===== config.mk =====
export PLATFORM = sky130hd
export DESIGN_NAME = xnor_popcount_acc
export DESIGN_NICKNAME = d
export VERILOG_FILES = /design/src/rtl/xnor_popcount_acc.sv
export SDC_FILE = /design/constraint.sdc
export NUM_CORES = 1
export LEC_CHECK = 0
export BUFFER_PORTS_ARGS = -buffer_cell sky130_fd_sc_hd__buf_2
export CORE_MARGIN = 2
export CORE_UTILIZATION = 35
export DETAILED_ROUTE_END_ITERATION = 16
export PLACE_DENSITY_LB_ADDON = 0.1
export REMOVE_ABC_BUFFERS = 1
export SYNTH_ARGS = -nofsm -noshare
export SYNTH_HDL_FRONTEND = slang
export SYNTH_SLANG_ARGS = --single-unit

===== constraint.sdc =====
create_clock -name clk -period 3 [get_ports clk]
set_input_delay 0 -clock clk [delete_from_list [all_inputs] [get_ports clk]]
set_output_delay 0 -clock clk [all_outputs]
set_load 0.05 [all_outputs]

===== src/rtl/xnor_popcount_acc.sv =====
// rtl/xnor_popcount_acc.sv - XNOR bit-plane popcount, level scaling and fold accumulation
module xnor_popcount_acc #(
    parameter int weight_levels = 2,
    parameter int simd_width    = 32,
    parameter int FOLDS         = 16,
    parameter int ACC_W         = 16
) (
    input  logic                                  clk,
    input  logic                                  rst,
    input  logic                                  clr,
    input  logic                                  in_valid,
    output logic                                  in_ready,
    input  logic [weight_levels*simd_width-1:0]   in_data,
    output logic                                  out_valid,
    input  logic                                  out_ready,
    output logic signed [ACC_W-1:0]               out_data
);

    localparam int CNT_W = (FOLDS > 1) ? $clog2(FOLDS) : 1;
    localparam logic [CNT_W-1:0] LAST_CNT = CNT_W'(FOLDS - 1);

    typedef enum logic {ACCUM, HOLD} state_t;

    state_t                   state_q, state_d;
    logic signed [ACC_W-1:0]  acc_q, acc_d;
    logic [CNT_W-1:0]         fold_cnt_q, fold_cnt_d;
    logic                     out_valid_q, out_valid_d;
    logic signed [ACC_W-1:0]  out_data_q, out_data_d;

    logic signed [ACC_W-1:0]  beat_sum;
    logic signed [ACC_W-1:0]  pc;
    logic signed [ACC_W-1:0]  contrib;
    logic                     accept;
    logic                     last_beat;

    // A new beat can only enter while not flushing and when the output slot is free or draining.
    assign in_ready  = !clr && (!out_valid_q || out_ready);
    assign accept    = in_valid && in_ready;
    assign last_beat = (fold_cnt_q == LAST_CNT);
    assign out_valid = out_valid_q;
    assign out_data  = out_data_q;

    // Popcount each plane, map to a +/-1 dot product and weight by level (plane 0 is the MSB level).
    always_comb begin
        beat_sum = '0;
        pc       = '0;
        contrib  = '0;
        for (int w = 0; w < weight_levels; w++) begin
            pc = '0;
            for (int b = 0; b < simd_width; b++) begin
                pc = pc + {{(ACC_W-1){1'b0}}, in_data[w*simd_width + b]};
            end
            contrib  = (pc <<< 1) - $signed(ACC_W'(simd_width));
            beat_sum = beat_sum + (contrib <<< (weight_levels - 1 - w));
        end
    end

    // Next-state: output drain, flush, then accumulate or close the fold.
    always_comb begin
        state_d     = state_q;
        acc_d       = acc_q;
        fold_cnt_d  = fold_cnt_q;
        out_valid_d = out_valid_q;
        out_data_d  = out_data_q;

        if (state_q == HOLD && out_ready) begin
            out_valid_d = 1'b0;
            state_d     = ACCUM;
        end

        if (clr) begin
            acc_d      = '0;
            fold_cnt_d = '0;
        end else if (accept) begin
            if (last_beat) begin
                out_data_d  = acc_q + beat_sum;
                out_valid_d = 1'b1;
                acc_d       = '0;
                fold_cnt_d  = '0;
                state_d     = HOLD;
            end else begin
                acc_d      = acc_q + beat_sum;
                fold_cnt_d = fold_cnt_q + 1'b1;
            end
        end
    end

    // State registers; reset discards any partial fold and any pending result.
    always_ff @(posedge clk or posedge rst) begin
        if (rst) begin
            state_q     <= ACCUM;
            acc_q       <= '0;
            fold_cnt_q  <= '0;
            out_valid_q <= 1'b0;
            out_data_q  <= '0;
        end else begin
            state_q     <= state_d;
            acc_q       <= acc_d;
            fold_cnt_q  <= fold_cnt_d;
            out_valid_q <= out_valid_d;
            out_data_q  <= out_data_d;
        end
    end

endmodule


==> impl_metrics.csv <==
group,metric,value,unit
status,status,"finished, violations left",
logic_synthesis,synth-async-reset-ratio,100.0,%
worst_setup_path,crit_arrival,6.64,ns
clock_tree,worstSkewPairLatency,0.28,ns
routing,postRouteWirelength,8.223,mm
timing,timing.final.crit_share,214.2,%
placed_design,gp_congestion,0.8642,
logic_synthesis,yosys_warnings,0,
timing,rsz0062_at_grt,"true",
global_route,grt_max_degree,37,
flow_run,max_cap_viol_count,0,
placed_design,pre_cts_slack,-4.025,ns
clock_tree,htree_levels,2,
floorplan,initial_core_util,35.72,%
worst_setup_path,cpMaxStageDelayCell,"fa_1",
clock_tree,cts_buffers,5,
worst_setup_path,worst_r2r_path_depth,11,
timing,finalSetupViolations,30,
timing,slew_headroom,58.24,%
worst_hold_path,holdCritStartpoint,"in_valid",
timing,hold_viol,0,
global_route,grt_usage,13.99,%
worst_setup_path,cp-start-kind,"input port",
floorplan,ios,87,
worst_setup_path,r2r-end,"out_data[14]",
timing,final_max_slew_viol_count,0,
worst_setup_path,path_class,"input port to flip-flop",
clock_tree,clockBufferDepth,2,
logic_synthesis,yosysTopAreaCell,"fa_1",
floorplan,fp.dieArea,12480,um^2
floorplan,fp.dieW,111.7,um
global_route,grt_pass1_wl,14.61,mm
timing,tightest_slew,0.6264,ns
logic_synthesis,netlist_area,4061,um^2
floorplan,core,11370,um^2
logic_synthesis,seq_area_frac_synth,22.18,%
worst_setup_path,cp-end-kind,"flip-flop",
routing,wl_per_cell,11.97,um
logic_synthesis,synth_ff_type,"dfrtp_1",
worst_hold_path,hp-class,"input port to flip-flop",
routing,via_per_inst,4.505,
worst_hold_path,whs_endpoint,"state_q",
floorplan,die_h,111.7,um
timing,clock_skew,0.005159,ns
clock_tree,cts_root_buffer,"clkbuf_16",
floorplan,rows,39,
worst_setup_path,cp_slowest_stage_delay,0.54,ns
logic_synthesis,synthTopCellsByArea,"fa_1 31%, dfrtp_1 22%, inv_1 12%",
layout,nets,708,
logic_synthesis,netlist_instances,409,
logic_synthesis,synth-seq-cells,36,
clock_tree,worst_setup_hold_path_clk_slew,0.06,ns
routing,antenna_left,0,
routing,vias,3095,
logic_synthesis,post-synth-top-count-cell,"inv_1",
placed_design,dp_hpwl,6.465,mm
worst_setup_path,crit_top_cell,"fa_1",
global_route,grt_pass1_vias,3272,
worst_setup_path,timing.rr.start,"acc_q[4]",
worst_setup_path,rrSetupSlack,0.06,ns
timing,fmax,155.6,MHz
global_route,grt_antenna_before_repair,0,
worst_setup_path,cp_max_fo,5,
layout,fill_cells,1094,
routing,drc,0,
global_route,grt_overflow_total,0,
layout,area_growth,37.89,%
logic_synthesis,ys_types,45,
layout,antenna_cells,0,
placed_design,port-buffer-count,85,
logic_synthesis,avgSynthCellArea,9.930,um^2
logic_synthesis,synth_edf_count,0,
logic_synthesis,netlist_top_cells_count,"133 x inv_1, 62 x fa_1, 36 x dfrtp_1",
clock_tree,cts.sinks,36,
timing,tns,-83.37,ns
worst_setup_path,cp.required,3.22,ns
routing,drtIter0Drc,80,
routing,first_pass_iters,4,
status,violations,"negative setup slack",
clock_tree,cts_tree,"built",
logic_synthesis,synth_top_area_share,30.56,%
timing,period_needed,6.425,ns
worst_hold_path,worstHoldPathCells,3,
timing,setup_slack,-3.425,ns
layout,layout-drive-gt1-share,39.89,%
-- what timing repair did --
action,CTS,global route
buffers inserted,5,3
endpoints found under the setup margin,30,30
gates cloned,0,0
hold endpoints to repair,38,0
resized for setup,72,28
pin swaps,42,25
hold buffers,3,0
-- cells by family (layout without fill, tap and decap cells) --
group / count (synthesis) / after routing / share of synthesized area, %
adders and majority gates: 96 / 96 / 41.04
xor gates and xnor gates: 18 / 18 / 3.882
AOI/OAI and AO/OA: 62 / 62 / 10.51
buffers and inverters: 137 / 272 / 12.94
and+or+nand+nor: 47 / 47 / 6.038
other: 1 / 1 / 0.09233
muxes: 12 / 12 / 3.327
DFF: 36 / 36 / 22.18
-- how the worst max path moves through the flow --
stage | end | startpoint | cells past startpoint
after detailed placement | acc_q[12] | in_data[17] | 28
after global placement | out_data[14] | in_data[17] | 27
after global routing | out_data[14] | in_data[17] | 27
final | out_data[14] | in_data[17] | 27
after CTS | out_data[14] | in_data[17] | 27
after floorplan | out_data[14] | in_data[17] | 26
-- stage by stage --
stage	util, %	hold WS [ns]	std cells	instance area (um^2)
6_report	49.26	0.1226	687	5600
2_1_floorplan	-	0.06641	405	4035
4_1_cts	48.05	0.1185	685	5463
5_1_grt	49.26	0.1558	687	5600
3_3_place_gp	43.18	0.1274	669	4910
3_5_place_dp	43.18	0.1388	669	4910
-- critical path: cells and delay by family --
family | cells | cell delay (ns)
AOI/OAI and AO/OA | 5 | 0.88
xor gates and xnor gates | 1 | 0.15
adders and majority gates | 11 | 4.46
buffers and inverters | 7 | 0.42
and+or+nand+nor | 3 | 0.73
-- flip-flops by register name (all words and copies together) (netlist names) --
| signal | cells |
|---|---|
| acc_q | 15 |
| out_valid | 1 |
| out_data | 15 |
| state_q | 1 |
| fold_cnt_q | 4 |
-- cell type report --
cell class | count | area, um^2 | area share (%)
clock buffer | 5 | 125.1 | 2.234
clock inverter | 3 | 42.54 | 0.7596
inverter | 133 | 501.7 | 8.959
multi-input combinational | 236 | 3014 | 53.82
sequential | 36 | 900.9 | 16.09
tap | 143 | 178.9 | 3.195
timing repair buffer | 131 | 837.1 | 14.95
-- metal layers --
| layer | global-route usage, % | part of all wire, % | up-vias |
|---|---|---|---|
| li1 | - | - | 1516 |
| met1 | 19.47 | 45 | 1512 |
| met5 | 0 | 0 | - |
| met3 | 2.341 | 3.6 | 11 |
| met2 | 23.27 | 50 | 56 |
| met4 | 2.716 | 1.4 | 0 |
-- placed cells by master (no fill, tap or decap), types with 3 or more instances in the layout --
master	n
ha_1	21
mux2_2	10
a21oi_2	8
a22o_1	12
nand3_1	5
clkbuf_16	5
ha_4	12
o21ai_1	3
o21ai_0	6
xor2_1	4
fa_1	55
nor2b_1	5
buf_2	81
buf_4	34
fa_2	7
inv_2	17
nor2_1	8
xnor2_1	7
a21oi_1	5
a21oi_4	3
nand2_1	14
a21o_1	6
inv_1	114
dfrtp_1	36
buf_6	13
xnor2_2	4
dlygate4sd3_1	3
Power is not shown: default switching activity piles up to over one toggle a cycle in this logic, so the estimate is an artifact.
